===== config.mk =====
export PLATFORM = sky130hd
export DESIGN_NAME = topo_control_flat
export DESIGN_NICKNAME = d
export VERILOG_FILES = /design/src/rtl/topo_pkg.sv /design/src/rtl/topo_control_if.sv /design/src/rtl/topo_lfsr.sv /design/src/rtl/topo_control.sv /design/src/flat_wrapper.sv
export SDC_FILE = /design/constraint.sdc
export NUM_CORES = 1
export LEC_CHECK = 0
export ABC_AREA = 1
export CAP_MARGIN = 30
export CORE_UTILIZATION = 55
export CTS_BUF_LIST = sky130_fd_sc_hd__clkbuf_4
export DETAILED_ROUTE_END_ITERATION = 8
export PLACE_DENSITY = 0.83
export SYNTH_ARGS = -nofsm -noshare
export SYNTH_HDL_FRONTEND = slang
export SYNTH_SLANG_ARGS = --single-unit

===== constraint.sdc =====
create_clock -name clk -period 3.7 [get_ports clk]
set_input_delay 0.74 -clock clk [delete_from_list [all_inputs] [get_ports clk]]
set_output_delay 0.74 -clock clk [all_outputs]
set_load 0.01 [all_outputs]

===== src/rtl/topo_pkg.sv =====
`default_nettype none
// ============================================================================
//  Module      : topo_pkg
//  Description : Shared constants for the whack-a-mole sequencer and the
//                cell array: FSM state codes, LFSR taps, default timing and
//                the RGB colour codes used by the cells.
//  Revision    : 1.0 - initial release
// ============================================================================
package topo_pkg;

    // Sequencer state codes. Plain constants keep them usable from older tools.
    typedef logic [2:0] topo_state_t;
    localparam topo_state_t ST_IDLE   = 3'd0;
    localparam topo_state_t ST_ESPERA = 3'd1;
    localparam topo_state_t ST_TOPO   = 3'd2;
    localparam topo_state_t ST_GOLPE  = 3'd3;
    localparam topo_state_t ST_FIN    = 3'd4;

    // Fibonacci taps 8,6,5,4 expressed as a mask over bits [7:0].
    localparam logic [7:0] LFSR_TAPS = 8'b1011_1000;

    // Default build configuration.
    localparam int         DEF_NUM_CELDAS    = 9;
    localparam int         DEF_TIEMPO_TOPO   = 50_000_000;
    localparam int         DEF_TIEMPO_ESPERA = 25_000_000;
    localparam int         DEF_MAX_FALLOS    = 5;
    localparam int         DEF_SCORE_W       = 8;
    localparam logic [7:0] DEF_LFSR_SEED     = 8'hA5;

    // Colour codes shown by a cell, shared with the cell array.
    localparam logic [2:0] RGB_APAGADO = 3'b000;
    localparam logic [2:0] RGB_TOPO    = 3'b010;
    localparam logic [2:0] RGB_GOLPE   = 3'b100;

    function automatic int max_int(input int a, input int b);
        return (a > b) ? a : b;
    endfunction

endpackage
`default_nettype wire


===== src/rtl/topo_control_if.sv =====
`default_nettype none
// ============================================================================
//  Module      : topo_control_if
//  Description : Bundle between the game sequencer (master) and the cell
//                array / game front-end (slave).
//  Revision    : 1.0 - initial release
// ============================================================================
interface topo_control_if #(
    parameter int NUM_CELDAS = 9,
    parameter int SCORE_W    = 8
);
    logic                  start;
    logic [NUM_CELDAS-1:0] hit;
    logic [NUM_CELDAS-1:0] poner_topo;
    logic [SCORE_W-1:0]    score;
    logic [3:0]            fallos;
    logic                  jugando;
    logic                  game_over;

    modport master (
        input  start, hit,
        output poner_topo, score, fallos, jugando, game_over
    );

    modport slave (
        output start, hit,
        input  poner_topo, score, fallos, jugando, game_over
    );
endinterface
`default_nettype wire


===== src/rtl/topo_lfsr.sv =====
`default_nettype none
// ============================================================================
//  Module      : topo_lfsr
//  Description : 8-bit maximal-length Fibonacci LFSR (taps 8,6,5,4) with a
//                reset seed. A nonzero seed never reaches the all-zero state.
//  Revision    : 1.0 - initial release
// ============================================================================
module topo_lfsr
    import topo_pkg::*;
#(
    parameter logic [7:0] SEED = 8'hA5
) (
    input  logic       clk,
    input  logic       rst_n,
    input  logic       en_i,
    output logic [7:0] lfsr_o
);
    logic [7:0] lfsr_q;
    logic [7:0] lfsr_d;
    logic       fb;

    assign fb = ^(lfsr_q & LFSR_TAPS);

    // Shift in the tap parity when enabled.
    always_comb begin
        lfsr_d = lfsr_q;
        if (en_i) begin
            lfsr_d = {lfsr_q[6:0], fb};
        end
    end

    // State register, seeded on reset.
    always_ff @(posedge clk or negedge rst_n) begin
        if (!rst_n) begin
            lfsr_q <= SEED;
        end else begin
            lfsr_q <= lfsr_d;
        end
    end

    assign lfsr_o = lfsr_q;
endmodule
`default_nettype wire


===== src/rtl/topo_control.sv =====
`default_nettype none
// ============================================================================
//  Module      : topo_control
//  Description : Whack-a-mole game sequencer. Raises a mole on a
//                pseudo-random cell (never the same cell twice in a row),
//                counts hits and misses, and ends the game after MAX_FALLOS
//                misses.
//  Options     : TOPO_SPEEDUP_EN - each counted hit shortens the mole
//                lifetime by 1/8, floored at TIEMPO_TOPO/4.
//  Revision    : 1.0 - initial release
// ============================================================================
module topo_control
    import topo_pkg::*;
#(
    parameter int         NUM_CELDAS    = DEF_NUM_CELDAS,
    parameter int         TIEMPO_TOPO   = DEF_TIEMPO_TOPO,
    parameter int         TIEMPO_ESPERA = DEF_TIEMPO_ESPERA,
    parameter int         MAX_FALLOS    = DEF_MAX_FALLOS,
    parameter int         SCORE_W       = DEF_SCORE_W,
    parameter logic [7:0] LFSR_SEED     = DEF_LFSR_SEED
) (
    input  logic          clk,
    input  logic          rst_n,
    topo_control_if.master bus
);
    localparam int TW = $clog2(max_int(TIEMPO_TOPO, TIEMPO_ESPERA) + 1);
    localparam int IW = (NUM_CELDAS > 1) ? $clog2(NUM_CELDAS) : 1;

    localparam logic [TW-1:0]         ESPERA_ULT = TW'(TIEMPO_ESPERA - 1);
    localparam logic [3:0]            FALLOS_FIN = 4'(MAX_FALLOS);
    localparam logic [NUM_CELDAS-1:0] CELDA_0    = NUM_CELDAS'(1);

    topo_state_t           state_q, state_d;
    logic [TW-1:0]         timer_q, timer_d;
    logic [IW-1:0]         cur_idx_q, cur_idx_d;
    logic [IW-1:0]         last_idx_q, last_idx_d;
    logic [SCORE_W-1:0]    score_q, score_d;
    logic [3:0]            fallos_q, fallos_d;
    logic [NUM_CELDAS-1:0] poner_q, poner_d;

    logic [7:0]            lfsr;
    logic [7:0]            cand_full;
    logic [IW-1:0]         cand;
    logic [IW:0]           cand_inc;
    logic [IW-1:0]         idx;
    logic                  hit_sel;
    logic                  timeout;
    logic [3:0]            fallos_inc;

    // Free-running random source; it keeps advancing in every state so the
    // pick depends on how long the player took.
    topo_lfsr #(
        .SEED (LFSR_SEED)
    ) u_lfsr (
        .clk    (clk),
        .rst_n  (rst_n),
        .en_i   (1'b1),
        .lfsr_o (lfsr)
    );

    // Cell pick: skip forward one cell when the draw repeats the last mole.
    always_comb begin
        cand_full = lfsr % 8'(NUM_CELDAS);
        cand      = cand_full[IW-1:0];
        cand_inc  = {1'b0, cand} + 1'b1;
        idx       = cand;
        if (cand == last_idx_q) begin
            idx = (cand_inc == (IW+1)'(NUM_CELDAS)) ? '0 : cand_inc[IW-1:0];
        end
    end

    assign hit_sel    = bus.hit[cur_idx_q];
    assign fallos_inc = fallos_q + 4'd1;

`ifdef TOPO_SPEEDUP_EN
    localparam logic [TW-1:0] VIDA_MIN = TW'(TIEMPO_TOPO / 4);

    logic [TW-1:0] vida_q, vida_d;
    logic [TW-1:0] vida_dec;

    // Lifetime after one more hit, never below the floor.
    always_comb begin
        vida_dec = vida_q - (vida_q >> 3);
        if (vida_dec < VIDA_MIN) begin
            vida_dec = VIDA_MIN;
        end
    end

    assign timeout = (timer_q == (vida_q - 1'b1));

    // Lifetime register: restored on a new game, shrunk on each counted hit.
    always_comb begin
        vida_d = vida_q;
        if ((state_q == ST_IDLE || state_q == ST_FIN) && bus.start) begin
            vida_d = TW'(TIEMPO_TOPO);
        end else if (state_q == ST_TOPO && hit_sel) begin
            vida_d = vida_dec;
        end
    end

    // Lifetime state.
    always_ff @(posedge clk or negedge rst_n) begin
        if (!rst_n) begin
            vida_q <= TW'(TIEMPO_TOPO);
        end else begin
            vida_q <= vida_d;
        end
    end
`else
    localparam logic [TW-1:0] TOPO_ULT = TW'(TIEMPO_TOPO - 1);

    assign timeout = (timer_q == TOPO_ULT);
`endif

    // Game FSM next state. The mole output is registered and computed for the
    // state being entered, so it is valid from the first TOPO cycle and is
    // already low during GOLPE.
    always_comb begin
        state_d    = state_q;
        timer_d    = timer_q;
        cur_idx_d  = cur_idx_q;
        last_idx_d = last_idx_q;
        score_d    = score_q;
        fallos_d   = fallos_q;
        poner_d    = '0;
        case (state_q)
            ST_IDLE, ST_FIN: begin
                if (bus.start) begin
                    state_d  = ST_ESPERA;
                    score_d  = '0;
                    fallos_d = '0;
                    timer_d  = '0;
                end
            end
            ST_ESPERA: begin
                timer_d = timer_q + 1'b1;
                if (timer_q == ESPERA_ULT) begin
                    state_d    = ST_TOPO;
                    cur_idx_d  = idx;
                    last_idx_d = idx;
                    timer_d    = '0;
                    poner_d    = CELDA_0 << idx;
                end
            end
            ST_TOPO: begin
                timer_d = timer_q + 1'b1;
                poner_d = poner_q;
                if (hit_sel) begin
                    // A hit wins over a simultaneous timeout.
                    score_d = (score_q == '1) ? score_q : score_q + 1'b1;
                    state_d = ST_GOLPE;
                    timer_d = '0;
                    poner_d = '0;
                end else if (timeout) begin
                    fallos_d = fallos_inc;
                    state_d  = (fallos_inc == FALLOS_FIN) ? ST_FIN : ST_ESPERA;
                    timer_d  = '0;
                    poner_d  = '0;
                end
            end
            ST_GOLPE: begin
                // One idle cycle with the mole lowered so the cell's HIT
                // drops before the next mole; a held hit is not recounted.
                state_d = ST_ESPERA;
                timer_d = '0;
            end
            default: begin
                state_d = ST_IDLE;
            end
        endcase
    end

    // Game state registers.
    always_ff @(posedge clk or negedge rst_n) begin
        if (!rst_n) begin
            state_q    <= ST_IDLE;
            timer_q    <= '0;
            cur_idx_q  <= '0;
            last_idx_q <= '0;
            score_q    <= '0;
            fallos_q   <= '0;
            poner_q    <= '0;
        end else begin
            state_q    <= state_d;
            timer_q    <= timer_d;
            cur_idx_q  <= cur_idx_d;
            last_idx_q <= last_idx_d;
            score_q    <= score_d;
            fallos_q   <= fallos_d;
            poner_q    <= poner_d;
        end
    end

    assign bus.poner_topo = poner_q;
    assign bus.score      = score_q;
    assign bus.fallos     = fallos_q;
    assign bus.jugando    = (state_q == ST_ESPERA) || (state_q == ST_TOPO) ||
                            (state_q == ST_GOLPE);
    assign bus.game_over  = (state_q == ST_FIN);
endmodule
`default_nettype wire


===== src/flat_wrapper.sv =====
// flat-port wrapper written by rule: the top's interface ports become plain ports
module topo_control_flat import topo_pkg::*;
#(
    parameter int         NUM_CELDAS    = DEF_NUM_CELDAS,
    parameter int         TIEMPO_TOPO   = DEF_TIEMPO_TOPO,
    parameter int         TIEMPO_ESPERA = DEF_TIEMPO_ESPERA,
    parameter int         MAX_FALLOS    = DEF_MAX_FALLOS,
    parameter int         SCORE_W       = DEF_SCORE_W,
    parameter logic [7:0] LFSR_SEED     = DEF_LFSR_SEED
)
  (clk, rst_n, bus_start, bus_hit, bus_poner_topo, bus_score, bus_fallos, bus_jugando, bus_game_over);
  topo_control_if #(.NUM_CELDAS(NUM_CELDAS), .SCORE_W(SCORE_W)) bus_i ();
  input  logic clk;
  input  logic rst_n;
  input wire logic [$bits(bus_i.start)-1:0] bus_start;
  input wire logic [$bits(bus_i.hit)-1:0] bus_hit;
  output wire logic [$bits(bus_i.poner_topo)-1:0] bus_poner_topo;
  output wire logic [$bits(bus_i.score)-1:0] bus_score;
  output wire logic [$bits(bus_i.fallos)-1:0] bus_fallos;
  output wire logic [$bits(bus_i.jugando)-1:0] bus_jugando;
  output wire logic [$bits(bus_i.game_over)-1:0] bus_game_over;
  assign bus_i.start = bus_start;
  assign bus_i.hit = bus_hit;
  assign bus_poner_topo = bus_i.poner_topo;
  assign bus_score = bus_i.score;
  assign bus_fallos = bus_i.fallos;
  assign bus_jugando = bus_i.jugando;
  assign bus_game_over = bus_i.game_over;
  topo_control #(.NUM_CELDAS(NUM_CELDAS), .TIEMPO_TOPO(TIEMPO_TOPO), .TIEMPO_ESPERA(TIEMPO_ESPERA), .MAX_FALLOS(MAX_FALLOS), .SCORE_W(SCORE_W), .LFSR_SEED(LFSR_SEED)) u_core (.clk(clk), .rst_n(rst_n), .bus(bus_i));
endmodule

==> parameters.txt, run 1 <==
Parameter                              Value

Synth
  Number of storage elements in the synthesis netlist ... 62
  Synthesized instance count ... 621
  Post-Synth Adder-Cell Area ... 2.60%
  Primary flip-flop cell chosen by synthesis mapping ... sky130_fd_sc_hd__dfrtp_1
  Post-synthesis xor/xnor area fraction ... 3.43%
  Dominant combinational cell family by area after synthesis ... simple AND/OR/NAND/NOR gates
  Cell types with the largest area share after synthesis ... sky130_fd_sc_hd__dfrtp_1 33%, sky130_fd_sc_hd__nand2_1 12%, sky130_fd_sc_hd__inv_1 8.0%
  Area leader, netlist ... sky130_fd_sc_hd__dfrtp_1
  Number of warnings printed during yosys synthesis ... 0
  Count of distinct cell types in the synthesized netlist ... 42
  Count of flip-flops with a built-in enable after synthesis ... 0
  Mapped Avg Cell Area ... 6.99 um2
  Share of flip-flops with an asynchronous set or reset after synthesis ... 100%
  Compound-gate portion of the synthesized area ... approximately an eighth
  Share of the synthesized area in the top cell type ... 33.5%
  Sequential share of the synthesized area ... 35.9%
  Multiplexer share of the synthesized area ... 0%
  Fraction of the mapped netlist area in simple logic gates ... between 30% and 40%
  Post-synth design cell area ... 4340 um2
  Net count after synthesis ... 642

Setup path
  Slowest stage delay, CP ... about 0.54 ns
  Critical path's slowest cell ... sky130_fd_sc_hd__dfstp_2
  Critical path capture point type ... register
  R2R setup slack ... -0.58 ns
  Most prevalent standard cell on the critical path ... sky130_fd_sc_hd__nand2_4
  Data required time of the worst path ... 4.07 ns
  Startpoint Class ... register
  Crit path kind ... register to register
  Reg-to-reg endpoint ... u_core.bus.poner_topo[8]$_DFFE_PN0P_
  Beginning of the worst register-to-register path ... u_core.u_lfsr.lfsr_o[5]$_DFF_PN1_
  Max Fanout on Critical Path ... 8
  Arrival time worst endpoint ... 4.64 ns
  Worst setup path startpoint ... u_core.u_lfsr.lfsr_o[5]$_DFF_PN1_
  Path depth of the worst reg2reg path ... 34

STA
  Remaining max-slew budget at the tightest pin ... 56.8%
  Shortest period the worst path allows ... 4.28 ns
  Setup skew after layout ... roughly 0.026 ns
  Final-report setup violation count ... 13
  Worst-Margin Slew ... 0.648 ns
  Hold violation total from the final report ... 0
  Min Hold Slack ... 0.324 ns
  Final WS setup ... -0.576 ns
  Number of max-slew violations in the final report ... 0
  Fmax ... 234 MHz
  RSZ-0062 raised after global routing ... true
  Post-Route Setup TNS ... -6.78 ns
  Fraction of the cycle the final worst path needs ... 116%

Global route
  Aggregate global-route resource usage ... around 28%
  Overflow left after global routing ... 0
  Global-route wire length before repair ... 18,900 um
  Grt met1 use ... approximately 38%
  Gr busiest metal ... met2
  Initial antenna violation count ... 0
  Vias in the first global route ... 4,321
  Largest net degree at the start of global routing ... 35
  Met2 track demand over resource ... 45.7%
  Global routing usage on met3 ... 5.22%

Route
  DRC violation count after routing ... 0
  Number of violations reported at the end of detailed-routing iteration 0 ... 288
  Final wirelength ... 11,400 um
  Count of nets left with antenna violations after detail routing ... 0
  Wire length per cell ... 13.9 um
  Router iterations before antenna repair ... 5
  Count of vias placed by the detailed router ... 4,569
  Via-per-instance ratio ... 5.60

Outcome
  Failing checks ... negative setup slack
  Outcome ... complete, but fails checks

Clocking
  Number of hold buffers added after cts ... 0
  Maximum clock insertion buffer count ... 2
  Root buffer cell ... sky130_fd_sc_hd__clkbuf_4
  Clock tree from TritonCTS ... yes
  Number of buffers inserted during clock tree synthesis ... 9
  Number of H-tree levels ... 3
  Clock-pin slew reported for the worst setup and hold paths after clock tree synthesis ... about 0.12 ns
  Clock sink count ... 62
  Clk_lat worst skew ... 0.42 ns

Placed design
  Port Buf Inserts ... 34
  Final HPWL DP ... approximately 8100 um
  Post-Place Cells ... 793
  Final weighted congestion of routability-driven global placement ... 0.953

Floorplan
  Vert. Die Dim ... 90.8 um
  Area of the core ... 7690 um2
  Area enclosed by the die boundary ... 8250 um2
  Number of standard-cell rows in the floorplan ... 32
  X dimension of the die ... 90.8 um
  Effective utilization at floorplan ... between 50% and 60%
  Ports ... 35

Pwr
  Static power due to leakage ... 2.84 nW
  Maximum resistive drop on vdd ... 0.283 mV
  Power per cell area ... between 200 and 300 nW/um2

Layout
  Number of nets at the end of the flow ... 731
  Final core occ ... 73.3%
  Number of inserted filler cells in the final layout ... 557
  Share of final-layout standard cells stronger than drive strength 1 ... about 23%
  Diodes inserted ... 0
  Final std cells w/o fill ... 816
  P&R area growth vs syn ... 29.9%

Flow run
  Number of maximum-capacitance constraint violations ... 0

Worst hold path
  Type of the most critical hold path ... primary input to asynchronous set/reset pin
-- routing by layer --
| metal | vias to the layer above | wire length [um] |
|---|---|---|
| li1 | 2234 | - |
| met1 | 2142 | 5060 |
| met2 | 169 | 5430 |
| met3 | 24 | 654 |
| met4 | 0 | 214 |
| met5 | - | 0 |
-- synthesized netlist by cell type (2+ instances only) --
master,number
sky130_fd_sc_hd__nand2_1,143
sky130_fd_sc_hd__inv_1,92
sky130_fd_sc_hd__nand3_1,61
sky130_fd_sc_hd__nor2_1,60
sky130_fd_sc_hd__dfrtp_1,58
sky130_fd_sc_hd__o21ai_0,36
sky130_fd_sc_hd__nand2_2,22
sky130_fd_sc_hd__a21oi_1,20
sky130_fd_sc_hd__nor3_1,18
sky130_fd_sc_hd__nand4_1,17
sky130_fd_sc_hd__xor2_1,14
sky130_fd_sc_hd__ha_1,9
sky130_fd_sc_hd__o22ai_1,7
sky130_fd_sc_hd__inv_2,5
sky130_fd_sc_hd__dfstp_2,4
sky130_fd_sc_hd__nor2_4,4
sky130_fd_sc_hd__nor4_1,4
sky130_fd_sc_hd__o31ai_1,4
sky130_fd_sc_hd__o32ai_1,4
sky130_fd_sc_hd__a211oi_1,3
sky130_fd_sc_hd__clkbuf_1,3
sky130_fd_sc_hd__nand3_2,3
sky130_fd_sc_hd__nor2_2,3
sky130_fd_sc_hd__xnor2_1,3
sky130_fd_sc_hd__a21oi_2,2
sky130_fd_sc_hd__a31oi_1,2
sky130_fd_sc_hd__nand2_4,2
sky130_fd_sc_hd__nand3b_1,2
sky130_fd_sc_hd__nand4_2,2
sky130_fd_sc_hd__o21ai_1,2
-- critical path, delay by kind of cell, from the launching register on --
kind | cells | cell delay [ns]
buffers and inverters | 3 | 0.14
adders and majority gates | 2 | 0.31
DFF | 1 | 0.54
AOI/OAI and AO/OA | 1 | 0.27
and+or+nand+nor | 28 | 2.98
-- where the power goes --
group / switching [W] / total, W / internal (W) / leakage [nW]
Sequential: 0.0000542 / 0.000790 / 0.000736 / 0.782
Combinational: 0.000154 / 0.000243 / 0.0000889 / 1.99
Clock: 0.000241 / 0.000446 / 0.000206 / 0.0697
Total: 0.000449 / 0.00148 / 0.00103 / 2.84
-- what timing repair did --
item,in CTS,in global routing
buffers inserted,5,3
resized for setup,29,28
gates cloned,0,0
endpoints found under the setup margin,13,13
pin swaps,13,28
-- state kept, by name, indices dropped and copies added (netlist names) --
register / flops
u_core.state_q: 3
u_core.timer_q: 26
u_core.bus.score: 8
u_core.bus.poner_topo: 9
u_core.bus.fallos: 4
u_core.u_lfsr.lfsr_o: 8
u_core.cur_idx_q: 4
-- cell usage in the layout, fill, tap and decap left out, types with 3 or more instances in the layout --
master	Yosys	final
sky130_fd_sc_hd__nand2_4	2	23
sky130_fd_sc_hd__o21ai_1	2	3
sky130_fd_sc_hd__o21ai_2	1	4
sky130_fd_sc_hd__xor2_1	14	14
sky130_fd_sc_hd__ha_4	0	4
sky130_fd_sc_hd__clkdlybuf4s50_1	0	33
sky130_fd_sc_hd__nor2_4	4	8
sky130_fd_sc_hd__ha_1	9	5
sky130_fd_sc_hd__inv_2	5	9
sky130_fd_sc_hd__nand2_1	143	119
sky130_fd_sc_hd__nor2_2	3	5
sky130_fd_sc_hd__nor3_1	18	18
sky130_fd_sc_hd__nand3_4	1	4
sky130_fd_sc_hd__clkbuf_4	0	10
sky130_fd_sc_hd__nor2_1	60	54
sky130_fd_sc_hd__dfstp_2	4	4
sky130_fd_sc_hd__nand3_1	61	52
sky130_fd_sc_hd__nor4_1	4	4
sky130_fd_sc_hd__o22ai_1	7	7
sky130_fd_sc_hd__o21ai_0	36	32
sky130_fd_sc_hd__a211oi_1	3	3
sky130_fd_sc_hd__buf_4	0	47
sky130_fd_sc_hd__nand2_2	22	25
sky130_fd_sc_hd__o32ai_1	4	4
sky130_fd_sc_hd__xnor2_1	3	3
sky130_fd_sc_hd__nand4_1	17	17
sky130_fd_sc_hd__a21oi_1	20	18
sky130_fd_sc_hd__nand3_2	3	9
sky130_fd_sc_hd__a21oi_2	2	3
sky130_fd_sc_hd__o31ai_1	4	4
sky130_fd_sc_hd__dfrtp_1	58	58
sky130_fd_sc_hd__inv_1	92	87
-- cells by family after synthesis --
kind of cell	Yosys count
AO/OA/AOI/OAI	87
XOR/XNOR	17
AND/OR/NAND/NOR	345
flip-flops	62
buffers and inverters	101
adder cells (fa/ha/maj)	9
-- worst max-delay path by stage --
stage / endpoint / slack (ns) / cells after the start
5_1_grt: u_core.bus.poner_topo[2]$_DFFE_PN0P_ / -0.84 / 38
2_1_floorplan: u_core.bus.poner_topo[0]$_DFFE_PN0P_ / -0.23 / 37
3_3_place_gp: u_core.bus.poner_topo[1]$_DFFE_PN0P_ / -0.34 / 37
4_1_cts: u_core.bus.poner_topo[5]$_DFFE_PN0P_ / -0.39 / 37
6_report: u_core.bus.poner_topo[8]$_DFFE_PN0P_ / -0.58 / 34
3_5_place_dp: u_core.bus.poner_topo[5]$_DFFE_PN0P_ / -0.50 / 37
-- metrics by stage --
| step | power [W] | setup WS [ns] | cell area, um2 |
|---|---|---|---|
| 2_1_floorplan | 0.000961 | -0.229 | 4470 |
| 3_3_place_gp | 0.00103 | -0.335 | 5220 |
| 3_5_place_dp | 0.00104 | -0.499 | 5220 |
| 4_1_cts | 0.00148 | -0.391 | 5500 |
| 5_1_grt | 0.00157 | -0.839 | 5630 |
| 6_report | 0.00148 | -0.576 | 5630 |
-- area by class of cell --
class	instances	area, um2	area share (%)
Sequential cell	62	1560	27.6
Inverter	98	370	6.57
Clock buffer	10	75.1	1.33
Multi-Input combinational cell	458	2760	49.1
Timing Repair Buffer	81	688	12.2
Clock inverter	5	51.3	0.911
Tap cell	102	128	2.27
Power figures use the tool's default switching activity.
==> run 2, diff against run 1 <==
CORE_MARGIN = 2   (was not set)
CORE_UTILIZATION = 40   (was 55)
GPL_TIMING_DRIVEN = 1   (was not set)
PLACE_DENSITY = 0.65   (was 0.83)
==> run 2 against run 1 <==
Effect of this change:
- the run still ends with negative setup slack left
- via count shrank 2.3%
- clock skew shrank 0.013 ns
- combinational power is essentially flat
- global-route usage shrank 8.0 points
- utilization shrank 19 points
- critical path depth grew 3
- fmax grew 2.3%
- highest routed layer unchanged
==> parameters.txt, run 2 (same netlist as run 1, synthesis figures left out) <==
Parameter                              Value

Route
  Top layer in use ... met4
  Number of violations reported at the end of detailed-routing iteration 0 ... 325 (+13%)
  Wire length per cell ... 13.0 um (-6.8%)
  Count of nets left with antenna violations after detail routing ... 0 (unchanged)
  Metal-1 WL ... 5220 um (+3.3%)
  WL met2 ... 5270 um (-2.9%)
  Count of vias placed by the detailed router ... 4,465 (-2.3%)
  Wire length on met3 ... 492 um (-25%)
  Via-per-instance ratio ... 5.18 (-7.5%)
  DRC violation count after routing ... 0 (unchanged)
  Final wirelength ... 11,200 um (-1.6%)
  Router iterations before antenna repair ... 5 (unchanged)

Clocking
  Clk_lat worst skew ... 0.42 ns (about the same)
  Clock tree from TritonCTS ... yes
  Number of buffers inserted during clock tree synthesis ... 9 (unchanged)
  Root buffer cell ... sky130_fd_sc_hd__clkbuf_4
  Maximum clock insertion buffer count ... 2 (unchanged)
  Clock-pin slew reported for the worst setup and hold paths after clock tree synthesis ... 0.11 ns (about the same)
  Clock sink count ... 62 (unchanged)
  Number of hold buffers added after cts ... 0 (unchanged)
  Number of H-tree levels ... 3 (unchanged)

Setup path
  R2R setup slack ... -0.48 ns (+0.10 ns)
  Max Fanout on Critical Path ... 8 (unchanged)
  Slowest stage delay, CP ... 0.54 ns (about the same)
  Crit path kind ... register to register
  Critical path capture point type ... register
  Startpoint Class ... register
  Most prevalent standard cell on the critical path ... sky130_fd_sc_hd__nand2_4
  CP Buf/Inv Count ... 5 (+2)
  Data required time of the worst path ... 4.06 ns (about the same)
  Top delay family on crit path ... simple AND/OR/NAND/NOR gates
  Worst setup path startpoint ... u_core.u_lfsr.lfsr_o[5]$_DFF_PN1_
  Arrival time worst endpoint ... 4.54 ns (-0.10 ns)
  Critical path's slowest cell ... sky130_fd_sc_hd__dfstp_2
  Beginning of the worst register-to-register path ... u_core.u_lfsr.lfsr_o[5]$_DFF_PN1_

Pwr
  Static power due to leakage ... 2.87 nW (+1.2%)
  Power per cell area ... 257 nW/um2 (-2.0%)
  Maximum resistive drop on vdd ... 0.160 mV (-43%)

Outcome
  Outcome ... complete, but fails checks
  Failing checks ... negative setup slack

STA
  Hold violation total from the final report ... 0 (unchanged)
  Remaining max-slew budget at the tightest pin ... 39.1% (-18 points)
  Number of max-slew violations in the final report ... 0 (unchanged)
  Post-Route Setup TNS ... -5.54 ns (+1.24 ns)
  Final-report setup violation count ... 13 (unchanged)
  Final WS setup ... -0.478 ns (+0.0978 ns)
  Fmax ... 239 MHz (+2.3%)
  Min Hold Slack ... 0.442 ns (+0.119 ns)
  Fraction of the cycle the final worst path needs ... 113% (-2.6 points)
  Setup skew after layout ... 0.0133 ns (-0.0129 ns)
  RSZ-0062 raised after global routing ... true
  Shortest period the worst path allows ... 4.18 ns (-0.0978 ns)
  Worst-Margin Slew ... 0.913 ns (+0.265 ns)

Layout
  Number of inserted filler cells in the final layout ... 1,017 (+83%)
  P&R area growth vs syn ... 32.8%
  Number of nets at the end of the flow ... 739 (+1.1%)
  Share of final-layout standard cells stronger than drive strength 1 ... 24.8% (+1.5 points)
  Max FFs per register ... 26 (unchanged)
  Final std cells w/o fill ... 862 (+5.6%)
  Register ranked first by flip-flop count ... u_core.timer_q
  Final design area excluding fillers ... 5760 um2 (+2.3%)
  Leading cell type in the layout, fill and taps excluded ... sky130_fd_sc_hd__nand2_1
  Diodes inserted ... 0 (unchanged)
  Leading cell types in the layout, fill and taps excluded ... 114 x sky130_fd_sc_hd__nand2_1, 87 x sky130_fd_sc_hd__inv_1, 58 x sky130_fd_sc_hd__dfrtp_1, 55 x sky130_fd_sc_hd__nor2_1, 53 x sky130_fd_sc_hd__buf_4

Placed design
  Final HPWL DP ... 8290 um (+2.6%)
  Final weighted congestion of routability-driven global placement ... 0.923 (-3.2%)
  Port Buf Inserts ... 34 (unchanged)
  Placed cell area ... 5330 um2 (+2.2%)
  Pre-CTS worst setup slack ... -0.488 ns (+0.0106 ns)
  Post-Place Cells ... 840 (+5.9%)

Floorplan
  Vert. Die Dim ... 108 um (+19%)
  Area of the core ... 10,700 um2 (+39%)
  X dimension of the die ... 108 um (+19%)
  Area enclosed by the die boundary ... 11,700 um2 (+42%)
  Ports ... 35 (unchanged)
  Number of standard-cell rows in the floorplan ... 38 (+19%)
  Effective utilization at floorplan ... 40.5% (-16 points)

Global route
  Global-route wire length before repair ... 19,200 um (+1.5%)
  Largest net degree at the start of global routing ... 42 (+20%)
  Aggregate global-route resource usage ... 20.2% (-8.0 points)
  Vias in the first global route ... 4,362 (+0.95%)
  Overflow left after global routing ... 0 (unchanged)
  Initial antenna violation count ... 0 (unchanged)

Flow run
  Number of maximum-capacitance constraint violations ... 0 (unchanged)

Worst hold path
  Type of the most critical hold path ... primary input to asynchronous set/reset pin
-- run 2: changes by cell type in the layout (fill, tap and decap cells not counted), sizes merged --
cell  delta
buf      +8
-- run 2: final timing paths --
check	to	cells after the start
min in group clk	u_core.u_lfsr.lfsr_o[3]$_DFF_PN0_	0
min	u_core.bus.poner_topo[1]$_DFFE_PN0P_	1
max reg2reg	u_core.bus.poner_topo[2]$_DFFE_PN0P_	37
max	u_core.bus.poner_topo[2]$_DFFE_PN0P_	37
max in group asynchronous	u_core.u_lfsr.lfsr_o[5]$_DFF_PN1_	2
min reg2reg	u_core.u_lfsr.lfsr_o[3]$_DFF_PN0_	0
-- run 2: power breakdown --
group | internal (W) | switching (W) | total [W] | leakage (nW)
registers | 0.000736 | 0.0000556 | 0.000791 | 0.782
clock network | 0.000205 | 0.000246 | 0.000452 | 0.0697
logic | 0.0000896 | 0.000150 | 0.000240 | 2.02
-- run 2: layout make-up --
type / instances / area (um2) / area share [%]
Multi-Input combinational cell: 458 / 2780 / 48.2
Sequential cell: 62 / 1560 / 27.0
Timing Repair Buffer: 89 / 756 / 13.1
Inverter: 98 / 370 / 6.43
Tap cell: 140 / 175 / 3.04
Clock buffer: 10 / 75.1 / 1.30
Clock inverter: 5 / 51.3 / 0.891
-- run 2: metal layers --
layer / GRT usage [%] / up-vias
met3: 3.74 / 15
met5: 0 / -
li1: - / 2246
met1: 26.6 / 2100
met2: 33.5 / 104
met4: 6.50 / 0
-- run 2: timing repair --
| action | in CTS | in global routing |
|---|---|---|
| setup endpoints to repair | 13 | 13 |
| gates cloned | 0 | 0 |
| buffers inserted | 5 | 2 |
| resized for setup | 39 | 26 |
| pin swaps | 30 | 29 |
-- run 2: through the flow --
step | power, W | util (%)
after detailed placement | 0.00104 | 49.9
after global routing | 0.00158 | 53.8
after global placement | 0.00104 | 49.9
after floorplan | 0.000961 | -
after CTS | 0.00150 | 52.8
final | 0.00148 | 53.8
==> run 3, diff against run 2 <==
ABC_AREA = not set   (was 1)
PLACE_DENSITY = 0.64   (was 0.65)
SLEW_MARGIN = 20   (was not set)
==> run 3 against run 2 <==
Effect of this change:
- sequential share of layout area decreased by 1.5 points
- register-to-register slack got worse by 1.4 ns
- critical endpoint is now u_core.bus.poner_topo[3]$_DFFE_PN0P_
- flip-flop and latch count unchanged
- clock power increased by 1%
- synthesized cell count decreased by 15%
- die area increased by 4.0%
- the flow still finishes with violations (negative setup slack)
- wire length increased by 12%
- first-iteration DRC count decreased by 4.3%
- hold slack got worse by 0.11 ns
==> parameters.txt, run 3 <==
Parameter                              Value

Synth
  Dominant combinational cell family by area after synthesis ... simple AND/OR/NAND/NOR gates
  Sequential share of the synthesized area ... 34.5% (-1.4 points)
  Primary flip-flop cell chosen by synthesis mapping ... sky130_fd_sc_hd__dfrtp_1
  Post-synthesis xor/xnor area fraction ... 4.04% (+0.61 points)
  Mapped Avg Cell Area ... 8.52 um2 (+22%)
  Net count after synthesis ... 551 (-14%)
  Number of warnings printed during yosys synthesis ... 0 (unchanged)
  Multiplexer share of the synthesized area ... 3.66% (+3.7 points)
  Number of storage elements in the synthesis netlist ... 62 (unchanged)
  Count of flip-flops with a built-in enable after synthesis ... 0 (unchanged)
  Count of distinct cell types in the synthesized netlist ... 85 (+100%)
  Cell types with the largest area share after synthesis ... sky130_fd_sc_hd__dfrtp_1 32%, sky130_fd_sc_hd__o21ai_0 7.0%, sky130_fd_sc_hd__nand2_1 5.8%
  Post-synth design cell area ... 4520 um2 (+4.2%)
  Ranking of synthesized cells by instance count ... 70 x sky130_fd_sc_hd__nand2_1, 63 x sky130_fd_sc_hd__o21ai_0, 58 x sky130_fd_sc_hd__dfrtp_1, 47 x sky130_fd_sc_hd__nor2_1, 20 x sky130_fd_sc_hd__a21oi_1
  Synthesized instance count ... 530 (-15%)
  Cell with the most instances after synthesis ... sky130_fd_sc_hd__nand2_1
  Post-Synth Adder-Cell Area ... 3.16% (+0.56 points)
  Fraction of the mapped netlist area in simple logic gates ... 26.9% (-10 points)
  Share of flip-flops with an asynchronous set or reset after synthesis ... 100% (unchanged)
  Compound-gate portion of the synthesized area ... 24.4% (+12 points)
  Area leader, netlist ... sky130_fd_sc_hd__dfrtp_1
  Share of the synthesized area in the top cell type ... 32.1% (-1.3 points)

Flow run
  Number of maximum-capacitance constraint violations ... 0 (unchanged)

STA
  Final WS setup ... -1.83 ns (-1.35 ns)
  Min Hold Slack ... 0.330 ns (-0.112 ns)
  RSZ-0062 raised after global routing ... true
  Final-report setup violation count ... 13 (unchanged)
  Remaining max-slew budget at the tightest pin ... 54.0% (+15 points)
  Fmax ... 181 MHz (-24%)
  Shortest period the worst path allows ... 5.53 ns (+1.35 ns)
  Hold violation total from the final report ... 0 (unchanged)
  Number of max-slew violations in the final report ... 0 (unchanged)
  Setup skew after layout ... 0.0207 ns (+0.00735 ns)
  Fraction of the cycle the final worst path needs ... 150% (+37 points)
  Worst-Margin Slew ... 0.688 ns (-0.225 ns)

Route
  Via-per-instance ratio ... 5.57 (+7.5%)
  Wire length on met3 ... 399 um (-19%)
  Metal-1 WL ... 5910 um (+13%)
  Count of nets left with antenna violations after detail routing ... 0 (unchanged)
  DRC violation count after routing ... 0 (unchanged)
  WL met2 ... 5850 um (+11%)
  Number of violations reported at the end of detailed-routing iteration 0 ... 311 (-4.3%)
  Router iterations before antenna repair ... 4 (-1)
  Count of vias placed by the detailed router ... 4,544 (+1.8%)
  Wire length per cell ... 15.3 um (+18%)
  Final wirelength ... 12,500 um (+12%)
  Top layer in use ... met4

Floorplan
  Ports ... 35 (unchanged)
  Area of the core ... 10,900 um2 (+2.2%)
  Effective utilization at floorplan ... 41.3% (+0.77 points)
  Vert. Die Dim ... 110 um (+2.0%)
  Number of standard-cell rows in the floorplan ... 38 (unchanged)
  Area enclosed by the die boundary ... 12,200 um2 (+4.0%)
  X dimension of the die ... 110 um (+2.0%)

Layout
  Number of inserted filler cells in the final layout ... 1,005 (-1.2%)
  Number of nets at the end of the flow ... 692 (-6.4%)
  Share of final-layout standard cells stronger than drive strength 1 ... 27.8% (+3.0 points)
  Max FFs per register ... 26 (unchanged)
  Register ranked first by flip-flop count ... u_core.timer_q
  P&R area growth vs syn ... 34.8%
  Leading cell types in the layout, fill and taps excluded ... 113 x sky130_fd_sc_hd__buf_4, 69 x sky130_fd_sc_hd__nand2_1, 62 x sky130_fd_sc_hd__o21ai_0, 58 x sky130_fd_sc_hd__dfrtp_1, 46 x sky130_fd_sc_hd__nor2_1
  Leading cell type in the layout, fill and taps excluded ... sky130_fd_sc_hd__buf_4
  Final core occ ... 55.7% (+1.8 points)
  Diodes inserted ... 0 (unchanged)

Placed design
  Final HPWL DP ... 9320 um (+12%)
  Final weighted congestion of routability-driven global placement ... 0.869 (-5.9%)
  Port Buf Inserts ... 34 (unchanged)
  Pre-CTS worst setup slack ... -1.92 ns (-1.44 ns)

Clocking
  Clock-pin slew reported for the worst setup and hold paths after clock tree synthesis ... 0.11 ns (about the same)
  Number of H-tree levels ... 3 (unchanged)
  Number of hold buffers added after cts ... 0 (unchanged)
  Clock sink count ... 62 (unchanged)
  Clock tree from TritonCTS ... yes
  Root buffer cell ... sky130_fd_sc_hd__clkbuf_4
  Clk_lat worst skew ... 0.41 ns (about the same)
  Maximum clock insertion buffer count ... 2 (unchanged)
  Number of buffers inserted during clock tree synthesis ... 9 (unchanged)

Pwr
  Internal power component ... 0.000909 W (-12%)
  Static power due to leakage ... 2.61 nW (-9.4%)
  Net switching power figure ... 0.000260 W (-43%)
  Switching share of power ... 22.2% (-8.3 points)
  Register share of total power ... 58.1% (+4.7 points)
  Maximum resistive drop on vdd ... 0.283 mV (+76%)
  Power per cell area ... 192 nW/um2 (-25%)
  Clock share of power ... 39.1% (+8.6 points)
  Portion of total power attributed to combinational logic ... 2.8% (-13 points)

Global route
  Initial antenna violation count ... 0 (unchanged)
  Largest net degree at the start of global routing ... 29 (-31%)
  Aggregate global-route resource usage ... 21.4% (+1.3 points)
  Global-route wire length before repair ... 20,800 um (+8.6%)
  Vias in the first global route ... 4,378 (+0.37%)
  Overflow left after global routing ... 0 (unchanged)

Setup path
  Crit path kind ... register to register
  Top delay family on crit path ... compound AO/OA/AOI/OAI gates
  CP Buf/Inv Count ... 3 (-2)
  Arrival time worst endpoint ... 5.82 ns (+1.28 ns)
  Max Fanout on Critical Path ... 6 (-2)
  Startpoint Class ... register
  Slowest stage delay, CP ... 0.61 ns (+0.07 ns)
  Data required time of the worst path ... 3.99 ns (-0.07 ns)
  Critical path capture point type ... register
  Critical path's slowest cell ... sky130_fd_sc_hd__dfstp_2

Outcome
  Outcome ... complete, but fails checks
  Failing checks ... negative setup slack

Worst hold path
  Type of the most critical hold path ... primary input to asynchronous set/reset pin
run 3: changes by cell type in the layout (fill, tap and decap cells not counted), moves of 11 or more:
cell                       before  now
sky130_fd_sc_hd__nand2_2       28    0
sky130_fd_sc_hd__nand2_1      114   69
sky130_fd_sc_hd__buf_4         53  113
sky130_fd_sc_hd__nand3_1       51   17
sky130_fd_sc_hd__nor3_1        18    6
sky130_fd_sc_hd__nand2_4       25    1
sky130_fd_sc_hd__and3_1         0   18
sky130_fd_sc_hd__inv_1         87   10
sky130_fd_sc_hd__o21ai_0       31   62
sky130_fd_sc_hd__nand3_2       12    1
sky130_fd_sc_hd__nand2b_1       0   12
run 3: layout make-up:
class	count	area, um2	area share (%)
Tap cell	140	175	2.88
Sequential cell	62	1560	25.6
Timing Repair Buffer	150	1230	20.3
Multi-Input combinational cell	437	2940	48.3
Clock buffer	11	82.6	1.36
Inverter	11	48.8	0.801
Clock inverter	5	50.0	0.822
run 3: stage by stage:
stage	instance area, um2	total power [W]	setup TNS (ns)	std cells
after floorplan	4610	0.000696	-26.39	530
after global placement	5780	0.000725	-21.24	785
after detailed placement	5780	0.000726	-23.97	785
after CTS	6050	0.00118	-22.38	814
after global routing	6090	0.00121	-26.09	816
final	6090	0.00117	-22.57	816
run 3: timing repair:
action	4_1_cts	5_1_grt
setup buffers	14	2
pin swaps	13	1
endpoints found under the hold margin	0	0
endpoints found under the setup margin	13	13
resized for setup	8	5
run 3: path summary, 6_finish.rpt:
path	from	end	slack, ns	cells after the start
worst max-delay path	u_core.u_lfsr.lfsr_o[5]$_DFF_PN1_	u_core.bus.poner_topo[3]$_DFFE_PN0P_	-1.83	26
worst max register to register	u_core.u_lfsr.lfsr_o[5]$_DFF_PN1_	u_core.bus.poner_topo[3]$_DFFE_PN0P_	-1.83	26
worst min register to register	u_core.timer_q[4]$_DFFE_PN0P_	u_core.timer_q[4]$_DFFE_PN0P_	0.50	1
min in group clk	u_core.timer_q[4]$_DFFE_PN0P_	u_core.timer_q[4]$_DFFE_PN0P_	0.50	1
max in group asynchronous	rst_n	u_core.u_lfsr.lfsr_o[2]$_DFF_PN1_	2.60	2
worst min-delay path	rst_n	u_core.bus.fallos[0]$_DFFE_PN0P_	0.33	1
run 3: power groups by stage:
| stage | Clock, W | Sequential (W) | Combinational, W |
|---|---|---|---|
| 6_report | 0.000457 | 0.000679 | 0.0000330 |
| 5_1_grt | 0.000494 | 0.000679 | 0.0000374 |
| 4_1_cts | 0.000469 | 0.000679 | 0.0000340 |
| 3_5_place_dp | 0 | 0.000692 | 0.0000340 |
| 3_3_place_gp | 0 | 0.000692 | 0.0000332 |
| 2_1_floorplan | 0 | 0.000692 | 0.00000421 |
run 3: routing by layer:
layer	vias up	track usage [%]
met5	-	0
met4	0	7.59
met3	26	3.47
met2	88	34.8
met1	2192	29.0
li1	2238	-
run 3: logic make-up after synthesis:
logic type,Yosys count
adders and majority gates,12
DFF,62
muxes,13
AOI/OAI and AO/OA,159
and+or+nand+nor,233
xor gates and xnor gates,20
buffers and inverters,31
run 3: worst reg2reg max path, stage by stage, from the launching register on:
cell and delay (ns):
sky130_fd_sc_hd__dfstp_2 0.61, sky130_fd_sc_hd__inv_8 0.04, sky130_fd_sc_hd__ha_4 0.16, sky130_fd_sc_hd__or4bb_1 0.49, sky130_fd_sc_hd__nand3_2 0.10, sky130_fd_sc_hd__a221o_1 0.20, sky130_fd_sc_hd__nor2_2 0.06, sky130_fd_sc_hd__o21a_1 0.21
sky130_fd_sc_hd__ha_4 0.18, sky130_fd_sc_hd__o41ai_2 0.19, sky130_fd_sc_hd__a31o_2 0.23, sky130_fd_sc_hd__a21oi_2 0.06, sky130_fd_sc_hd__a211oi_2 0.19, sky130_fd_sc_hd__inv_1 0.09, sky130_fd_sc_hd__ha_2 0.19, sky130_fd_sc_hd__maj3_2 0.30
sky130_fd_sc_hd__o21ai_2 0.15, sky130_fd_sc_hd__nor3_2 0.07, sky130_fd_sc_hd__o22ai_2 0.21, sky130_fd_sc_hd__a211oi_4 0.08, sky130_fd_sc_hd__buf_12 0.15, sky130_fd_sc_hd__a211oi_4 0.29, sky130_fd_sc_hd__xnor2_2 0.15, sky130_fd_sc_hd__nor3_4 0.26
sky130_fd_sc_hd__mux2_4 0.33, sky130_fd_sc_hd__and2_4 0.16, sky130_fd_sc_hd__a32o_2 0.26
